$ cat src/rtl/uart_cal_pkg.sv
// Shared types and ASCII constants for the result-to-UART formatter.
package uart_cal_pkg;

   typedef enum logic [2:0] {
      IDLE,
      CONV,
      PICK,
      PULSE,
      WAIT_HI,
      WAIT_LO
   } state_t;

   localparam logic [7:0] ASC_MINUS = 8'h2D;
   localparam logic [7:0] ASC_ZERO  = 8'h30;
   localparam logic [7:0] ASC_CR    = 8'h0D;
   localparam logic [7:0] ASC_LF    = 8'h0A;

endpackage

$ cat src/rtl/uart_bin2bcd.sv
// Iterative double-dabble: loads on start, then shifts one bit per cycle for DATA_W cycles.
module uart_bin2bcd #(
   parameter int unsigned DATA_W = 16,
   parameter int unsigned NDIG   = 5
) (
   input  logic                  clk,
   input  logic                  rst,
   input  logic                  start,
   input  logic [DATA_W-1:0]     bin,
   output logic [4*NDIG-1:0]     bcd,
   output logic                  done_c
);

   localparam int unsigned BCD_W = 4 * NDIG;
   localparam int unsigned CNT_W = $clog2(DATA_W + 1);

   logic [DATA_W-1:0] bin_sr;
   logic [CNT_W-1:0]  cnt;
   logic [BCD_W-1:0]  bcd_adj;

   // add-3 correction on every digit that would overflow past 9 after the shift
   always_comb begin
      bcd_adj = bcd;
      for (int i = 0; i < int'(NDIG); i++) begin
         if (bcd[i*4 +: 4] >= 4'd5) bcd_adj[i*4 +: 4] = bcd[i*4 +: 4] + 4'd3;
      end
   end

   // high in the cycle whose edge performs the final shift; bcd is complete next cycle
   assign done_c = (cnt == CNT_W'(1));

   always_ff @(posedge clk) begin
      if (rst) begin
         bin_sr <= '0;
         bcd    <= '0;
         cnt    <= '0;
      end else if (start) begin
         bin_sr <= bin;
         bcd    <= '0;
         cnt    <= CNT_W'(DATA_W);
      end else if (cnt != '0) begin
         bcd    <= {bcd_adj[BCD_W-2:0], bin_sr[DATA_W-1]};
         bin_sr <= {bin_sr[DATA_W-2:0], 1'b0};
         cnt    <= cnt - CNT_W'(1);
      end
   end

endmodule

$ cat src/rtl/uart_result_tx.sv
// Formats a signed result as ASCII decimal plus line terminator and feeds it byte-wise to the UART tx.
// Optional: define UART_RESULT_CRLF_EN for a CR LF terminator (LF only otherwise).
module uart_result_tx
   import uart_cal_pkg::*;
#(
   parameter int unsigned DATA_W = 16,
   parameter int unsigned NDIG   = 5
) (
   input  logic              clk,
   input  logic              rst,
   input  logic [DATA_W-1:0] res_data,
   input  logic              res_valid,
   output logic              res_ready,
   output logic [7:0]        tx_data,
   output logic              uout_valid,
   input  logic              tx_valid,
   output logic              busy
);

   localparam int unsigned IDX_W = $clog2(NDIG + 3);
   localparam int unsigned BCD_W = 4 * NDIG;

   state_t            state;
   logic              sign;
   logic              fin;
   logic [IDX_W-1:0]  idx;
   logic [BCD_W-1:0]  bcd;
   logic              conv_done_c;
   logic              accept_c;
   logic [DATA_W-1:0] mag_c;

   logic [IDX_W-1:0]  lead;
   logic [IDX_W-1:0]  ndig_out;
   logic [IDX_W-1:0]  pos;
   logic [IDX_W-1:0]  dig_sel;
   logic [IDX_W-1:0]  tail;
   logic [3:0]        digit;
   logic              found;
   logic [7:0]        byte_c;

   assign accept_c = (state == IDLE) && res_valid && res_ready;
   // two's-complement magnitude; the most negative value maps to 2**(DATA_W-1) unsigned
   assign mag_c    = res_data[DATA_W-1] ? (~res_data) + DATA_W'(1) : res_data;

   uart_bin2bcd #(
      .DATA_W (DATA_W),
      .NDIG   (NDIG)
   ) u_bin2bcd (
      .clk    (clk),
      .rst    (rst),
      .start  (accept_c),
      .bin    (mag_c),
      .bcd    (bcd),
      .done_c (conv_done_c)
   );

   // byte for the current sequence index: sign, significant digits, terminator
   always_comb begin
      lead  = '0;
      found = 1'b0;
      for (int i = int'(NDIG) - 1; i > 0; i--) begin
         if (!found && bcd[i*4 +: 4] == 4'd0) lead = lead + IDX_W'(1);
         else                                 found = 1'b1;
      end
      ndig_out = IDX_W'(NDIG) - lead;
      pos      = idx - IDX_W'(sign);
      dig_sel  = IDX_W'(NDIG - 1) - lead - pos;
      digit    = 4'd0;
      for (int i = 0; i < int'(NDIG); i++) begin
         if (dig_sel == IDX_W'(i)) digit = bcd[i*4 +: 4];
      end
      tail = pos - ndig_out;
      if (sign && idx == '0)     byte_c = ASC_MINUS;
      else if (pos < ndig_out)   byte_c = ASC_ZERO + {4'h0, digit};
`ifdef UART_RESULT_CRLF_EN
      else if (tail == '0)       byte_c = ASC_CR;
      else                       byte_c = ASC_LF;
`else
      else                       byte_c = ASC_LF;
`endif
   end

   always_ff @(posedge clk) begin
      if (rst) begin
         state      <= IDLE;
         res_ready  <= 1'b0;
         uout_valid <= 1'b0;
         tx_data    <= 8'h00;
         busy       <= 1'b0;
         sign       <= 1'b0;
         fin        <= 1'b0;
         idx        <= '0;
      end else begin
         uout_valid <= 1'b0;
         case (state)
            IDLE: begin
               res_ready <= 1'b1;
               if (accept_c) begin
                  sign      <= res_data[DATA_W-1];
                  idx       <= '0;
                  fin       <= 1'b0;
                  busy      <= 1'b1;
                  res_ready <= 1'b0;
                  state     <= CONV;
               end
            end
            CONV: if (conv_done_c) state <= PICK;
            PICK: begin
               if (fin) begin
                  res_ready <= 1'b1;
                  state     <= IDLE;
               end else begin
                  tx_data    <= byte_c;
                  fin        <= (byte_c == ASC_LF);
                  uout_valid <= !tx_valid;
                  state      <= PULSE;
               end
            end
            // pulse already launched leaves; otherwise launch once the serializer is free
            PULSE: begin
               if (uout_valid)     state      <= WAIT_HI;
               else if (!tx_valid) uout_valid <= 1'b1;
            end
            WAIT_HI: if (tx_valid) state <= WAIT_LO;
            WAIT_LO: begin
               if (!tx_valid) begin
                  idx   <= idx + IDX_W'(1);
                  state <= PICK;
                  if (fin) busy <= 1'b0;
               end
            end
            default: state <= IDLE;
         endcase
      end
   end

endmodule

$ cat config.mk
export PLATFORM = sky130hd
export DESIGN_NAME = uart_result_tx
export DESIGN_NICKNAME = d
export VERILOG_FILES = /design/src/rtl/uart_cal_pkg.sv /design/src/rtl/uart_bin2bcd.sv /design/src/rtl/uart_result_tx.sv
export SDC_FILE = /design/constraint.sdc
export NUM_CORES = 1
export LEC_CHECK = 0
export ABC_AREA = 1
export CELL_PAD_IN_SITES_DETAIL_PLACEMENT = 1
export CELL_PAD_IN_SITES_GLOBAL_PLACEMENT = 1
export CORE_UTILIZATION = 38
export DETAILED_ROUTE_END_ITERATION = 7
export PLACE_DENSITY = 0.79
export SYNTH_ARGS = -nofsm -noshare
export SYNTH_HDL_FRONTEND = slang
export SYNTH_SLANG_ARGS = --single-unit
$ cat constraint.sdc
create_clock -name clk -period 3.4 [get_ports clk]
set_clock_uncertainty 0.2 [all_clocks]
set_input_delay 0.34 -clock clk [delete_from_list [all_inputs] [get_ports clk]]
set_output_delay 0.34 -clock clk [all_outputs]
set_load 0.02 [all_outputs]
==> metrics.cfg, run 1 <==
[layout]
drive_above_1_share_pct = 14.9
nets = 646
antenna_cells = 0
final_core_util_pct = 47.2
design_area_sq_um = 4590
fillers = 1275
syn2layout_area_growth_pct = 21.0

[logic_synthesis]
synth_compound_area_share_pct = 20.1
synth_top_area_share_pct = 30.6
synth_simple_gate_area_share_pct = 24.9
synth-edff-count = 0
synthMuxAreaShare_pct = 0
synth_flop_cell = dfxtp_1
synth_area_sq_um = 3800
synthArstFlopShare_pct = 0
synthTopCellsByArea = dfxtp_1, nand2_1, ha_1, a21oi_1, inv_1
yosys_warnings = 0
synth_xor_area_share_pct = 4.61
syn-instance-count = 552
ys_seq_area_share_pct = 30.6
yosysTopAreaCell = dfxtp_1
synthAdderAreaFrac_pct = 9.23
synth.avg_cell_area_sq_um = 6.88
synth-seq-cells = 58
yosysUniqueCellTypes = 41
synth_top_family_by_area = simple AND/OR/NAND/NOR gates

[clock_tree]
cts_sinks = 58
cts_made_buffers = 9
htree_levels = 3
cts_tree = built
root_buffer = clkbuf_8
cts_buffer_depth = 2
clk_pin_slew_ns = 0.06
clkLatencyLatePin_ns = 0.34

[min_path]
hp-start = u_bin2bcd.bin_sr[14]
hp-class = reg2reg

[timing]
finalCritPeriodShare_pct = 96.6
hold_viol_final = 0
finalWorstSetupSlack_ns = 0.116
setup_viol = 0
period_needed_ns = 3.28
drv_slew = 0
tightest_slew_ns = 0.626
timing.fmax_mhz = 305
relSlewSlack_pct = 58.2

[critical_path]
crit_chain = inv_2 > ha_4 > nand2_2 > nor2_4 > a21oi_2 > ha_1 > inv_1 > a21oi_2 > inv_1 > nand2_1 > o21ai_0 > inv_1 > ha_1 > a21o_1 > a31oi_2 > inv_1 > buf_4 > a21oi_2 > nand3_1 > nand2_1 > a21oi_1
path_delay_family = compound AO/OA/AOI/OAI gates
critPathLaunch = u_bin2bcd.bcd[13]
cp_common_cell = inv_1
critPathBufInv = 6
slowest_delay_ns = 0.37
path_max_fanout = 4
worst-setup-path-type = reg2reg
critPathSlowestCell = dfxtp_1
start_kind = register
r2r_start = u_bin2bcd.bcd[13]
setup.worst_path.end_class = register
required_ns = 3.42
arrival_ns = 3.31

[pwr]
ir_drop_mv = 0.663
p_per_area_nw_per_um2 = 1010
p_total_mw = 4.66
p_leak_nw = 2.07

[floorplanning]
die-area_sq_um = 10400
initial_utilization_pct = 39.0
coreArea_sq_um = 9730
rows = 36
die-height_um = 102
die_x_um = 102
ios = 31

[placed_design]
placed_cell_area_sq_um = 4300
hpwl_um = 7850
dpl_worst_slack_ns = -0.152
globalplace.congestion = 0.839
port_buffers = 28

[routing]
wl_per_cell_um = 14.3
routed_wl_um = 10500
routed-via-count = 3743
ant_nets = 0
drt_iter0_drc = 100
route.detailed.drc = 0
drt-pass1-iter-count = 6
vias_per_cell = 5.09

[job]
drv_cap = 0

[global_route]
grt_max_degree = 27
first_global_vias = 3688
grt_usage_pct = 20.6
overflow = 0
grt_pass1_wl_um = 16800
antenna_found_initial = 0

[outcome]
status = completed

==> worst register-to-register path, stage by stage, from the launching register on <==
cell	delay [ns]
dfxtp_1	0.37
inv_2	0.07
ha_4	0.16
nand2_2	0.08
nor2_4	0.04
a21oi_2	0.16
ha_1	0.24
inv_1	0.08
a21oi_2	0.06
inv_1	0.10
nand2_1	0.06
o21ai_0	0.07
inv_1	0.07
ha_1	0.32
a21o_1	0.20
a31oi_2	0.24
inv_1	0.09
buf_4	0.16
a21oi_2	0.14
nand3_1	0.11
nand2_1	0.08
a21oi_1	0.06
==> metrics by stage <==
step	hold slack (ns)	cells	setup TNS [ns]
2_1_floorplan	0.240	553	0
6_report	0.270	736	0
3_5_place_dp	0.263	716	-0.443
5_1_grt	0.293	736	-0.144
3_3_place_gp	0.252	716	0
4_1_cts	0.273	732	-0.00194
==> kinds of logic (layout without fill, tap and decap cells) <==
logic type / count (synthesis) / after routing
simple gates: 210 / 211
compound gates: 137 / 137
buf+inv: 98 / 147
flops: 58 / 58
fa+ha+maj: 28 / 28
xor+xnor: 20 / 20
other cells: 1 / 2
==> metal layers <==
| layer | vias to the layer above | part of all wire [%] | track usage [%] |
|---|---|---|---|
| li1 | 1905 | - | - |
| met4 | 0 | 1.7 | 6.04 |
| met2 | 51 | 51 | 37.6 |
| met1 | 1770 | 46 | 24.6 |
| met3 | 17 | 2.0 | 3.83 |
| met5 | - | 0 | 0 |
==> cell usage in the layout (no fill, tap or decap), types with 10 or more instances in the layout <==
| master | synthesis | routed |
|---|---|---|
| ha_1 | 28 | 24 |
| nor2_1 | 35 | 34 |
| clkbuf_8 | 0 | 10 |
| dfxtp_1 | 58 | 55 |
| nand3_1 | 35 | 32 |
| inv_1 | 68 | 66 |
| a21oi_1 | 59 | 56 |
| nand2_1 | 106 | 104 |
| xor2_1 | 15 | 15 |
| clkdlybuf4s50_1 | 0 | 28 |
| o21ai_0 | 49 | 49 |
| inv_2 | 11 | 13 |
| buf_4 | 4 | 23 |
==> layout make-up <==
class                           instances  area, sq um  share of cell area, %
Sequential cell                        58         1160                   25.4
Clock buffer                           11          141                   3.08
Multi-Input combinational cell        398         2340                   50.9
Timing Repair Buffer                   51          453                   9.86
Clock inverter                          5         30.0                  0.654
Inverter                               80          300                   6.54
Tap cell                              133          166                   3.62
==> power by group <==
group,internal (mW),switching (mW),total (mW)
Clock,0.280,0.284,0.564
Sequential,0.865,0.152,1.02
Combinational,1.13,1.95,3.08
Total,2.28,2.38,4.66
==> registers in the layout, indices dropped and copies added (netlist names) <==
register and cells:
busy 1, fin 1, idx 3, res_ready 1
sign 1, state 3, tx_data 6, u_bin2bcd.bcd 20
u_bin2bcd.bin_sr 16, u_bin2bcd.cnt 5, uout_valid 1
==> what timing repair did <==
action	4_1_cts	5_1_grt
endpoints found under the hold margin	0	0
gates resized for setup	6	17
endpoints found under the setup margin	4	4
hold buffers	0	0
gates cloned	0	1
pin swaps	0	7
buffers inserted	0	3
==> synth_stat cells (5+ instances only) <==
library cell,instances
nand2_1,106
inv_1,68
a21oi_1,59
dfxtp_1,58
o21ai_0,49
nand3_1,35
nor2_1,35
ha_1,28
xor2_1,15
inv_2,11
clkbuf_1,8
nor3_1,7
nand4_1,6
o21a_1,6
buf_2,5
nand2_2,5
nor2_2,5
o211ai_1,5
xnor2_1,5
==> final timing paths <==
kind	end	slack [ns]	depth (start not counted)
hold reg to reg	u_bin2bcd.bin_sr[14]	0.27	2
setup reg to reg	tx_data[1]	0.12	21
hold / removal	u_bin2bcd.bin_sr[14]	0.27	2
setup / recovery	tx_data[1]	0.12	21
No activity file was read; power rests on OpenSTA's default activity.
==> run 2: changes to the inputs <==
- SYNTH_HIERARCHICAL: not set -> 1
==> metrics.cfg, run 2 <==
[layout]
final_common_cell = nand2_1  ; unchanged
final_core_util_pct = 46.3  ; was 47.2%
top_regs = u_bin2bcd/bcd: 20 flops, u_bin2bcd/bin_sr: 16 flops, tx_data: 6 flops  ; was u_bin2bcd.bcd: 20 flops, u_bin2bcd.bin_sr: 16 flops, tx_data: 6 flops
layout_common_cells = nand2_1, inv_1, dfxtp_1  ; was nand2_1, inv_1, a21oi_1
drive_above_1_share_pct = 11.9  ; was 14.9%
largest_register = u_bin2bcd/bcd  ; was u_bin2bcd.bcd
antenna_cells = 0  ; unchanged
largest_reg_flops = 20  ; unchanged
instances_no_fill = 753  ; was 736
syn2layout_area_growth_pct = 16.8  ; was 21.0%
nets = 659  ; was 646

[pwr]
ir_drop_mv = 0.685  ; was 0.663 mV
p_total_mw = 4.75  ; was 4.66 mW
p_leak_nw = 2.10  ; was 2.07 nW
p_per_area_nw_per_um2 = 1040  ; was 1010 nW/um^2

[routing]
vias_per_cell = 5.10  ; was 5.09
routed-via-count = 3842  ; was 3,743
ant_nets = 0  ; unchanged
wl_per_cell_um = 14.2  ; was 14.3 um
drt_iter0_drc = 141  ; was 100
drt-pass1-iter-count = 4  ; was 6
routed_wl_um = 10700  ; was 10,500 um
route.detailed.drc = 0  ; unchanged

[floorplanning]
die-area_sq_um = 10800  ; was 10,400 sq um
ios = 31  ; unchanged
rows = 36  ; unchanged
coreArea_sq_um = 9910  ; was 9730 sq um
initial_utilization_pct = 39.7  ; was 39.0%
die_x_um = 104  ; was 102 um
die-height_um = 104  ; was 102 um

[critical_path]
critPathSlowestCell = dfxtp_2  ; was dfxtp_1
arrival_ns = 3.21  ; was 3.31 ns
cp_common_cell = nand2_1  ; was inv_1
r2r_start = u_bin2bcd/bcd[11]  ; was u_bin2bcd.bcd[13]
setup.worst_path.end_class = register  ; unchanged
rr_endpoint = tx_data[1]  ; unchanged
reg2regPathDepth = 21  ; unchanged
slowest_delay_ns = 0.37  ; about the same
path_max_fanout = 8  ; was 4
crit_chain = nor2_1 > nand2_1 > a31oi_2 > ha_1 > inv_1 > a21oi_2 > inv_1 > ha_1 > ha_1 > xor2_1 > nand2_1 > nand2_2 > inv_2 > nand2_8 > nand2_8 > nand3_1 > nand2_1 > clkinv_1 > nand3_1 > nand2_1 > a21oi_2  ; was inv_2 > ha_4 > nand2_2 > nor2_4 > a21oi_2 > ha_1 > inv_1 > a21oi_2 > inv_1 > nand2_1 > o21ai_0 > inv_1 > ha_1 > a21o_1 > a31oi_2 > inv_1 > buf_4 > a21oi_2 > nand3_1 > nand2_1 > a21oi_1
worst-setup-path-type = reg2reg  ; unchanged
start_kind = register  ; unchanged
required_ns = 3.46  ; was 3.42 ns
r2r_setup_slack_ns = 0.26  ; was 0.12 ns

[logic_synthesis]
synthTopCellsByArea = dfxtp_1, nand2_1, ha_1, nand3_1, inv_1  ; was dfxtp_1, nand2_1, ha_1, a21oi_1, inv_1
syn-instance-count = 582  ; was 552
yosysTopAreaCell = dfxtp_1  ; unchanged
synth-seq-cells = 58  ; unchanged
yosysUniqueCellTypes = 45  ; was 41
yosys_warnings = 6  ; was 0
synthArstFlopShare_pct = 0  ; unchanged
synth_flop_cell = dfxtp_1  ; unchanged
synth_area_sq_um = 3930  ; was 3800 sq um
ys_seq_area_share_pct = 29.5  ; was 30.6%
synth-edff-count = 0  ; unchanged
synth_top_area_share_pct = 29.5  ; was 30.6%
synth.avg_cell_area_sq_um = 6.75  ; was 6.88 sq um
synthTopCellsByCount = nand2_1, dfxtp_1, inv_1, nor2_1, nand3_1  ; was nand2_1, inv_1, a21oi_1, dfxtp_1, o21ai_0
yosysMostFrequentCell = nand2_1  ; unchanged

[min_path]
holdPathStages = 2  ; unchanged
hp-class = reg2reg  ; unchanged
hp-start = u_bin2bcd/bin_sr[15]  ; was u_bin2bcd.bin_sr[14]
hold_end = u_bin2bcd/bcd[0]  ; was u_bin2bcd.bin_sr[14]

[clock_tree]
clkLatencyLatePin_ns = 0.34  ; about the same
cts_tree = built  ; unchanged
cts_buffer_depth = 2  ; unchanged
clk_pin_slew_ns = 0.07  ; was 0.06 ns
root_buffer = clkbuf_8  ; unchanged
htree_levels = 3  ; unchanged
cts_made_buffers = 9  ; unchanged
cts_sinks = 58  ; unchanged

[placed_design]
globalplace.congestion = 0.807  ; was 0.839
hpwl_um = 8120  ; was 7850 um
port_buffers = 28  ; unchanged
dp_cells = 737  ; was 716

[global_route]
grt_pass1_wl_um = 18300  ; was 16,800 um
antenna_found_initial = 0  ; unchanged
overflow = 0  ; unchanged
first_global_vias = 3904  ; was 3,688
grt_usage_pct = 20.8  ; was 20.6%
grt_max_degree = 32  ; was 27

[timing]
setup-tns-final_ns = 0  ; unchanged
finalCritPeriodShare_pct = 92.4  ; was 96.6%
period_needed_ns = 3.14  ; was 3.28 ns
setup_viol = 0  ; unchanged
timing.fmax_mhz = 318  ; was 305 MHz
hold_viol_final = 0  ; unchanged
drv_slew = 0  ; unchanged

[job]
drv_cap = 0  ; unchanged

[outcome]
status = completed  ; unchanged

[run 2: changes by cell type after synthesis, moves of 13 or more]
cell     before  now
nand2_1     106  167
inv_1        68   53
o21ai_0      49   22
nand4_1       6   22
nor2_1       35   48
a21oi_1      59   32
[run 2: area by class of cell]
cell class	count	area, sq um
fillers	1308	5320
flip-flops and latches	58	1170
inverters	68	258
repair buffers	40	370
clock inverters	5	78.8
clock buffers	10	138
well taps	133	166
multi-input cells	439	2410
[run 2: per-layer routing]
metal,up-vias,global-route usage (%),share of wire [%]
met1,1831,25.7,47
met2,46,36.8,49
met5,-,0,0
li1,1956,-,-
met4,0,6.94,0.94
met3,9,3.15,2.5
[run 2: worst max path at each step]
stage          slack, ns              start    endpoint
2_1_floorplan       0.40   u_bin2bcd/bcd[8]  tx_data[3]
3_3_place_gp        0.26  u_bin2bcd/bcd[11]  tx_data[1]
3_5_place_dp        0.12  u_bin2bcd/bcd[12]  tx_data[1]
4_1_cts             0.05  u_bin2bcd/bcd[12]  tx_data[1]
5_1_grt            -0.01  u_bin2bcd/bcd[11]  tx_data[3]
6_report            0.26  u_bin2bcd/bcd[11]  tx_data[1]
[run 2: worst max-delay path, delay by kind of cell, from the launching register on]
kind	cells	cell delay (ns)
XOR/XNOR	1	0.15
flip-flops	1	0.37
adder cells (fa/ha/maj)	3	0.87
buffers and inverters	4	0.26
AO/OA/AOI/OAI	3	0.37
AND/OR/NAND/NOR	10	0.83
[run 2: logic make-up (layout without fill, tap and decap cells)]
| kind of cell | after synthesis | after routing | synth area share [%] |
|---|---|---|---|
| AO/OA/AOI/OAI | 81 | 81 | 11.4 |
| XOR/XNOR | 18 | 18 | 4.01 |
| adder cells (fa/ha/maj) | 23 | 23 | 7.32 |
| buffers and inverters | 86 | 123 | 9.61 |
| flip-flops | 58 | 58 | 29.5 |
| other | 1 | 2 | 0.0954 |
| AND/OR/NAND/NOR | 315 | 315 | 38.0 |
[run 2: timing repair]
item,CTS,global route
hold buffers,0,0
buffers inserted,0,1
endpoints found under the setup margin,0,4
gates resized for setup,0,10
[run 2: metrics by stage]
stage	worst slack (ns)	hold slack [ns]	cell area [sq um]
3_3_place_gp	0.259	0.241	4340
3_5_place_dp	0.121	0.256	4340
5_1_grt	-0.00958	0.294	4590
6_report	0.257	0.262	4590
2_1_floorplan	0.402	0.226	3940
4_1_cts	0.0460	0.270	4560
[run 2: where the power goes]
| group | switching, mW | internal, mW | total, mW |
|---|---|---|---|
| Combinational | 2.05 | 1.06 | 3.11 |
| Sequential | 0.114 | 0.815 | 0.929 |
| Clock | 0.289 | 0.427 | 0.716 |
==> run 3: changes to the inputs <==
- SLEW_MARGIN: not set -> 10
==> results of run 3 <==
Final layout, timing and power as in run 2 (identical DEF).
